## config.mk

```make
export PLATFORM = sky130hd
export DESIGN_NAME = instruction_fetch_unit
export DESIGN_NICKNAME = d
export VERILOG_FILES = /design/src/rtl/instruction_fetch_unit.sv
export SDC_FILE = /design/constraint.sdc
export NUM_CORES = 1
export LEC_CHECK = 0
export BUFFER_PORTS_ARGS = -buffer_cell sky130_fd_sc_hd__buf_2
export CAP_MARGIN = 20
export CORE_ASPECT_RATIO = 0.8
export CORE_MARGIN = 8
export CORE_UTILIZATION = 30
export DETAILED_ROUTE_END_ITERATION = 16
export GPL_TIMING_DRIVEN = 0
export PLACE_DENSITY = 0.45
export SLEW_MARGIN = 20
export SYNTH_ARGS = -nofsm -noshare
export SYNTH_HDL_FRONTEND = slang
export SYNTH_SLANG_ARGS = --single-unit
export TNS_END_PERCENT = 100
```

## constraint.sdc

```tcl
create_clock -name clk -period 6.7 [get_ports clk]
set_input_delay 1.34 -clock clk [delete_from_list [all_inputs] [get_ports clk]]
set_output_delay 1.34 -clock clk [all_outputs]
set_load 0.02 [all_outputs]
```

## src/rtl/instruction_fetch_unit.sv

```systemverilog
// Instruction fetch stage: owns the PC, fetches words over req/ack and
// feeds IF/ID through a one-entry output slot backed by a skid buffer.
module instruction_fetch_unit #(
  parameter logic [31:0] RESET_PC  = 32'h00400000,
  parameter logic [31:0] NOP_INSTR = 32'h00000000
) (
  input  logic        clk,
  input  logic        reset,
  output logic        imem_req,
  output logic [31:0] imem_addr,
  input  logic        imem_ack,
  input  logic [31:0] imem_rdata,
  input  logic        stall_in,
  input  logic        redirect_valid,
  input  logic [31:0] redirect_target,
  output logic [31:0] instruction_out,
  output logic [31:0] pc_plus_4_out,
  output logic        fetch_valid
);

  typedef enum logic [1:0] {
    IDLE,
    REQ,
    HOLD,
    DROP
  } state_t;

  state_t      state;
  logic [31:0] req_addr;
  logic [31:0] pending_target;
  logic [31:0] skid_instr;
  logic [31:0] skid_pc4;
  logic        skid_valid;

  logic        slot_free;
  logic [31:0] tgt;
  logic [31:0] addr_inc;

  assign slot_free = !fetch_valid || !stall_in;
  assign tgt       = redirect_target & ~32'h3;
  assign addr_inc  = req_addr + 32'd4;
  assign imem_addr = req_addr;

  always_ff @(posedge clk or negedge reset) begin
    if (!reset) begin
      state           <= IDLE;
      req_addr        <= RESET_PC;
      pending_target  <= '0;
      imem_req        <= 1'b0;
      fetch_valid     <= 1'b0;
      instruction_out <= NOP_INSTR;
      pc_plus_4_out   <= '0;
      skid_instr      <= '0;
      skid_pc4        <= '0;
      skid_valid      <= 1'b0;
    end else if (redirect_valid) begin
      // squash everything younger than the branch
      fetch_valid     <= 1'b0;
      instruction_out <= NOP_INSTR;
      skid_valid      <= 1'b0;
      imem_req        <= 1'b1;
      unique case (state)
        REQ: begin
          if (imem_ack) begin
            req_addr <= tgt;
          end else begin
            pending_target <= tgt;
            state          <= DROP;
          end
        end
        DROP: begin
          pending_target <= tgt;
          if (imem_ack) begin
            req_addr <= tgt;
            state    <= REQ;
          end
        end
        default: begin
          req_addr <= tgt;
          state    <= REQ;
        end
      endcase
    end else begin
      if (slot_free) fetch_valid <= 1'b0;
      unique case (state)
        IDLE: begin
          state    <= REQ;
          imem_req <= 1'b1;
        end
        REQ: begin
          if (imem_ack) begin
            req_addr <= addr_inc;
            if (slot_free) begin
              fetch_valid     <= 1'b1;
              instruction_out <= imem_rdata;
              pc_plus_4_out   <= addr_inc;
            end else begin
              skid_instr <= imem_rdata;
              skid_pc4   <= addr_inc;
              skid_valid <= 1'b1;
              state      <= HOLD;
              imem_req   <= 1'b0;
            end
          end
        end
        HOLD: begin
          if (slot_free) begin
            fetch_valid     <= skid_valid;
            instruction_out <= skid_instr;
            pc_plus_4_out   <= skid_pc4;
            skid_valid      <= 1'b0;
            state           <= REQ;
            imem_req        <= 1'b1;
          end
        end
        DROP: begin
          // stale word from before the redirect is thrown away
          if (imem_ack) begin
            req_addr <= pending_target;
            state    <= REQ;
          end
        end
      endcase
    end
  end

endmodule

```

# Yosys cells after proc, flatten, opt, wreduce, memory -nomap -nowiden

Cells that the tools add are included.

Register bits: 197
Input bits: 69
Output and inout bits: 98
Logic and storage cells: 86

Add/sub/neg operators: 1
Eq/ne operators: 14
Muxes and demuxes: 41
Bitwise logic cells: 2
Reduce and logical (&&, ||, !) cells: 18

Operators with widths:

| cell                                                 | count |
|---|---|
| two-way mux 32 bit                                   | 13 |
| case mux 32 bit (2 select lines)                     | 4 |
| adder 32 x 3 -> 32 bit (second input constant)       | 1 |
| AND reduction 4 bit                                  | 6 |
| inequality test 3 bit (second input constant)        | 7 |
| two-way mux 1 bit                                    | 13 |
| two-way mux 2 bit                                    | 6 |
| inequality test 2 bit (second input constant)        | 4 |
| case mux 2 bit (4 select lines)                      | 1 |
| nonzero test 3 bit                                   | 2 |
| AND reduction 5 bit                                  | 1 |
| equality test 2 bit (second input constant)          | 2 |
| case mux 1 bit (2 select lines)                      | 2 |
| case mux 2 bit (2 select lines)                      | 1 |
| nonzero test 2 bit                                   | 2 |
| nonzero test 4 bit                                   | 1 |
| case mux 1 bit (3 select lines)                      | 1 |
| AND reduction 3 bit                                  | 1 |
| equality test 2 x 1 -> 1 bit (second input constant) | 1 |
| logical NOT 1 bit                                    | 2 |
| logical NOT 2 bit                                    | 1 |
| inverter 1 bit                                       | 2 |
| OR reduction 2 bit                                   | 1 |
| logical OR 1 bit                                     | 1 |

# Logic depth before layout (Yosys ltp)

Gate-level depths: netlist (run 1).

Word-level depth: 7
Mapped depth: 9
Depth with buffers taken out: 7

# Least setup slack after synthesis (run 1)

Ideal clock, no wire load.

Kind: input to register
Start: in redirect_valid
End: reg pc_plus_4_out[18]
Setup time: 0.142 ns
Data arrival time: 2.705 ns
Data required time: 6.558 ns
Path slack: 3.853 ns
Stages on the path: 6
Path buffers: 3
Cells stage by stage: clkbuf_1 -> inv_2 -> o211ai_1 -> clkbuf_1 -> buf_1 -> o221ai_1

Word-level cells in the longest chain between the ends: 2

Ends and longest elaborated chain:

| what                                 | RTL line | RTL |
|---|---|---|
| from (decl)                          | 14       | `input logic redirect_valid,` |
| inverter 1 bit (no source line)      | n/a      |  |
| AND reduction 5 bit (no source line) | n/a      |  |
| to (signal assigned)                 | 96       | `pc_plus_4_out <= addr_inc;` |
| to (signal assigned)                 | 110      | `pc_plus_4_out <= skid_pc4;` |
| to (decl)                            | 17       | `output logic [31:0] pc_plus_4_out,` |

Every way passes these cells.
A chain may end at the register's enable or synchronous reset.

# Worst setup path in the final report (run 1)

Start: reg state[0]
End: reg pc_plus_4_out[18]

Word-level cells in the longest chain between the ends: 3
Elaborated cells between the ends (all ways): 8
Classes of those cells: eq/ne (5); mux (1); reduce/logical (2)

Ends and longest elaborated chain:

| what                                                                         | RTL line | RTL |
|---|---|---|
| from (decl)                                                                  | 28       | `state_t state;` |
| from (signal assigned)                                                       | 46       | `state <= IDLE;` |
| from (signal assigned)                                                       | 68       | `state <= DROP;` |
| from (signal assigned)                                                       | 75       | `state <= REQ;` |
| equality test 2 x 1 -> 1 bit or equality test 2 bit (tied branches)          | 85       | `unique case (state)` |
| inequality test 2 bit (no source line) or nonzero test 2 bit (tied branches) | n/a      |  |
| AND reduction 5 bit (no source line)                                         | n/a      |  |

Several ways; a longest one is shown, not always the timed one.

==> results of run 1 <==
[metrics by stage]
stage,utilization [%],setup WS [ps],area [um2],instances
floorplan,-,3850,9130,877
global placement,34.6,758,10400,1449
detailed placement,34.8,2790,10500,1451
CTS,36.8,3130,11100,1483
global route,36.8,3240,11100,1484
finish,36.8,3440,11100,1484
[power by group through the flow]
stage / combinational (mW) / clock (mW) / sequential, mW
after global routing: 2.43 / 1.09 / 2.03
after global placement: 2.21 / 0 / 1.98
final: 2.21 / 1.01 / 1.97
after floorplan: 1.18 / 0 / 2.17
after detailed placement: 2.23 / 0 / 1.99
after CTS: 2.23 / 1.04 / 1.97
[placed cells by master (no fill, tap or decap), drive strengths merged, types with 24 or more instances in the layout]
master and count:
inv 24, dfrtp 188, mux2 69, clkbuf 70, o31ai 40, nor2 31, o21ai 49, nand2 123
mux2i 45, buf 181, a21oi 39
[layout make-up]
cell class,instances,area (um2)
tap,413,517
clock inverter,14,150
fill,3137,19100
sequential,189,4730
inverter,17,63.8
multi-input combinational,600,4050
buffer,71,292
timing repair buffer,162,868
clock buffer,18,429
[worst max path at each step]
stage / to / cells after the start
3_3_place_gp: skid_pc4[26]$_DFFE_PN0P_ / 1
2_1_floorplan: pc_plus_4_out[18]$_DFFE_PN0P_ / 6
3_5_place_dp: pc_plus_4_out[19]$_DFFE_PN0P_ / 6
5_1_grt: pc_plus_4_out[18]$_DFFE_PN0P_ / 9
6_report: pc_plus_4_out[18]$_DFFE_PN0P_ / 9
4_1_cts: pc_plus_4_out[18]$_DFFE_PN0P_ / 8
[registers in the layout (all words and copies together) (netlist names)]
| register | count |
|---|---|
| state | 2 |
| skid_pc4 | 30 |
| imem_addr | 30 |
| skid_instr | 32 |
| pc_plus_4_out | 30 |
| skid_valid | 1 |
| instruction_out | 32 |
| imem_req | 1 |
| fetch_valid | 1 |
| pending_target | 30 |
[worst reg2reg max path: stages (launching register included)]
cell	delay, ps
dfrtp_1	440
inv_1	110
ha_1	140
clkbuf_1	400
a31oi_1	150
o211ai_1	390
clkbuf_4	310
clkbuf_1	410
buf_1	550
o221ai_1	220
[cell families after synthesis]
logic type      count (synthesis)  synth area share [%]
mux                           114                  13.5
fa+ha+maj                       7                 0.960
other cells                     1                0.0411
buf+inv                        88                  3.90
flops                         189                  51.9
simple gates                  240                  12.4
compound gates                214                  15.3
xor+xnor                       21                  2.02
[routing by layer]
metal,global-route usage [%],share of wire [%],vias up
met3,3.41,4.3,26
met5,0,0.12,-
met1,24.9,50,3653
met2,25.6,44,147
met4,3.52,1.1,6
li1,-,-,3541
==> results.cfg, run 1 <==
[run_status]
status = complete, no violations

[sta]
hold_viol_final = 0
finalCritPeriodShare_pct = 48.7
maxSlewViolCount = 0
setup_viol = 0
post-route-min-period_ps = 3260
rsz0062_at_grt = no
fmax_ghz = 0.307
slew_headroom_pct = 35.5
whs_ps = 475
clock_skew_ps = 11.3
tns_ps = 0
tightest_slew_ps = 967

[route]
drtIter0Drc = 647
viasPerCell = 4.97
firstDrtPassIters = 5
vias = 7373
wl_um = 30600
wl_per_cell_um = 20.6
drc = 0
antenna_left = 0

[power]
cellPowerDensity_mw_per_mm2 = 468
p_sw_mw = 2.26
netSwitchingFraction_pct = 43.5
ir_drop_v = 0.000177
clockPowerShare_pct = 19.5
combPwrFrac_pct = 42.6
finalPower_mw = 5.19
internal-power_mw = 2.93
power_frac_seq_pct = 37.9
cellLeakagePower_nw = 4.96

[job]
maxCapViolCount = 0

[synth]
synth_seq_cells = 189
synth.top_cells.by_count = dfrtp_1 (188), nand2_1 (123), mux2_2 (69)
yosys-top-cells-area = dfrtp_1 (52%), mux2_2 (8.5%), nand2_1 (5.1%)
syn_area_mm2 = 0.00912
netlist_instances = 874
yosysTopAreaCellShare_pct = 51.6
ys_async_sr_fraction_pct = 100
syn_avg_cell_area_um2 = 10.4
synth_edf_count = 0
synthFlopType = dfrtp_1
ys_seq_area_share_pct = 51.9
synth_most_common_cell = dfrtp_1
synth_top_cell_by_area = dfrtp_1
yosysWarningCount = 0
yosysUniqueCellTypes = 59

[die]
start_util_pct = 30.2
core_mm2 = 0.0302
rows = 57
die_area_mm2 = 0.0363
fp.dieW_um = 211
pin_count = 167
dieHeight_um = 172

[worst_setup_path]
crit_buf_inv = 5
crit_path_start = state[0]$_DFFE_PN0P_
crit_path_frequent_cell = clkbuf_1
rrSetupSlack_ps = 3440
required_ps = 6990
reg2reg_depth = 9
crit_chain = inv_1, ha_1, clkbuf_1, a31oi_1, o211ai_1, clkbuf_4, clkbuf_1, buf_1, o221ai_1
crit_slowest_cell = buf_1
worstSetupStartpointType = flop
path_max_fanout = 10
r2r_end = pc_plus_4_out[18]$_DFFE_PN0P_
critPathCaptureType = flop
cp_data_arrival_time_ps = 3550
regToRegStartpoint = state[0]$_DFFE_PN0P_
worst-setup-path-type = flop to flop
cp_slowest_stage_delay_ps = 550
cp_top_family = buffers and inverters

[placement]
place_hpwl_um = 23100
port_buffers = 159
place.gp.congestion = 0.811

[clocking]
htree_levels = 4
clk_pin_slew_ps = 80
root_buffer = clkbuf_16
clock_path_buffers = 2
cts_tree = yes
clock_latency_ps = 440
ctsHoldBuffers = 0
cts_buffers = 17
cts_resized = 0
cts.sinks = 189
cts_setup_buffers = 0

[final_layout]
drive_above_1_share_pct = 26.0
area.growth.synth_to_final_pct = 21.7
nets = 1134
diodes = 0

[hold_path]
hp-class = flop to flop
whs_path_depth = 2
hold_end = pc_plus_4_out[6]$_DFFE_PN0P_
hp-start = pc_plus_4_out[6]$_DFFE_PN0P_

[global_routing]
track_usage_pct = 17.0
grt_pass1_vias = 7332
overflow = 0
grt_max_degree = 82
antenna_found_initial = 5
grt_pass1_wl_um = 46900
No activity file was read; power rests on OpenSTA's default activity.
==> run 2, diff against run 1 <==
clock period = 3.1 ns   (was 6.7 ns; I/O delays follow)
==> run 2 against run 1 <==
Via count up 0.41%. Critical path type unchanged. Fmax up 16%. Hold slack worse by 420 ps. Power up 120%. Core utilization up 0.058 points. Global-route usage about the same. Final area up 0.16%. Non-clock buffer count up 1.
==> results.cfg, run 2 (same netlist as run 1, synthesis figures left out) <==
[run_status]
status = complete, no violations

[placement]
port_buffers = 159
place_hpwl_um = 23100
dp_slack_ps = -440
postPlaceCellArea_mm2 = 0.0105
numPlacedInstances = 1451
place.gp.congestion = 0.811

[sta]
fmax_ghz = 0.355
rsz0062_at_grt = no
fin_ws_ps = 283
finalCritPeriodShare_pct = 90.9
tightest_slew_ps = 1010
setup_viol = 0
maxSlewViolCount = 0
slew_headroom_pct = 32.7
whs_ps = 56.8
clock_skew_ps = 10.4
post-route-min-period_ps = 2820
hold_viol_final = 0

[worst_setup_path]
crit_chain = inv_1, ha_1, clkbuf_1, clkinv_1, o21ai_0, a21oi_2, clkbuf_1, o31ai_1
crit_path_start = state[0]$_DFFE_PN0P_
required_ps = 3450
worst-setup-path-type = flop to flop
crit_buf_inv = 4
cp_slowest_stage_delay_ps = 470
crit_path_frequent_cell = clkbuf_1
critPathCaptureType = flop
regToRegStartpoint = state[0]$_DFFE_PN0P_
path_max_fanout = 10
cp_top_family = buffers and inverters
crit_slowest_cell = clkinv_1
worstSetupStartpointType = flop
cp_data_arrival_time_ps = 3160

[global_routing]
grt_pass1_wl_um = 46900
antenna_found_initial = 5
grt_max_degree = 82
overflow = 0
track_usage_pct = 17.0
grt_pass1_vias = 7340

[die]
pin_count = 167
core_mm2 = 0.0302
fp.dieW_um = 211
die_area_mm2 = 0.0363
start_util_pct = 30.2
rows = 57
dieHeight_um = 172

[final_layout]
nets = 1135
drive_above_1_share_pct = 26.4
final_cell_area_mm2 = 0.0111
fillers = 3140
final_cell_mix = dfrtp_1 (188), buf_2 (163), nand2_1 (123)
multi_input_area_mm2 = 0.00405
postLayoutCoreUtil_pct = 36.8
fin_cells = 1485
top_regs = instruction_out (32), skid_instr (32)
diodes = 0
area.growth.synth_to_final_pct = 21.9
layout_commonest_cell = dfrtp_1
seq_area_mm2 = 0.00473

[power]
cellLeakagePower_nw = 4.97
cellPowerDensity_mw_per_mm2 = 1010
ir_drop_v = 0.000386

[hold_path]
hp-class = input port to async pin

[route]
wl_per_cell_um = 20.6
firstDrtPassIters = 5
wl_um = 30600
viasPerCell = 4.99
drc = 0
vias = 7403
antenna_left = 0
drtIter0Drc = 619

[clocking]
clk_pin_slew_ps = 80
ctsHoldBuffers = 0
htree_levels = 4
cts_tree = yes
cts_buffers = 17
clock_latency_ps = 440
clock_path_buffers = 2
cts.sinks = 189
root_buffer = clkbuf_16

[job]
maxCapViolCount = 0
## run 2: area by class of cell
| cell class | instances | share of cell area, % |
|---|---|---|
| clock inverter | 14 | 1.35 |
| multi-input combinational | 600 | 36.5 |
| buffer | 71 | 2.65 |
| tap | 413 | 4.65 |
| inverter | 17 | 0.574 |
| sequential | 189 | 42.6 |
| clock buffer | 18 | 3.86 |
| timing repair buffer | 163 | 7.88 |
## run 2: metal layers
metal | track usage (%) | vias to the layer above | routed length, um
met4 | 3.52 | 6 | 331
met1 | 24.8 | 3674 | 15200
met3 | 3.62 | 27 | 1430
met5 | 0 | - | 38
met2 | 25.6 | 155 | 13600
li1 | - | 3541 | -
## run 2: what timing repair did
| item | 4_1_cts | 5_1_grt |
|---|---|---|
| setup endpoints to repair | 27 | 40 |
| gates resized for setup | 0 | 4 |
| setup buffers | 2 | 0 |
| hold endpoints to repair | 0 | 0 |
| pin swaps | 1 | 0 |
## run 2: path summary, 6_finish.rpt
kind	to	slack, ps	depth (start not counted)
max	instruction_out[1]$_DFFE_PN0P_	280	8
min	skid_instr[17]$_DFFE_PN0P_	60	1
max reg2reg	instruction_out[1]$_DFFE_PN0P_	280	8
min reg2reg	pc_plus_4_out[6]$_DFFE_PN0P_	480	2
max in group asynchronous	pc_plus_4_out[10]$_DFFE_PN0P_	1920	3
min in group clk	skid_instr[18]$_DFFE_PN0P_	420	2
## run 2: power breakdown
group          leakage, nW  switching (mW)  total [mW]  internal, mW
registers             2.38           0.773        4.25          3.48
clock network        0.277            1.11        2.19          1.08
logic                 2.31            3.01        4.79          1.79
total                 4.97            4.89        11.2          6.35
## run 2: through the flow
step | power [mW] | setup TNS, ps
finish | 11.2 | 0
global route | 12.0 | 0
CTS | 11.4 | 0
detailed placement | 9.12 | -8130
global placement | 9.05 | -401230
floorplan | 7.25 | 0
## run 2: worst register-to-register path, delay by kind of cell (launching register included)
kind	cells	cell delay, ps
buf+inv	4	1290
compound gates	3	850
flops	1	440
fa+ha+maj	1	140
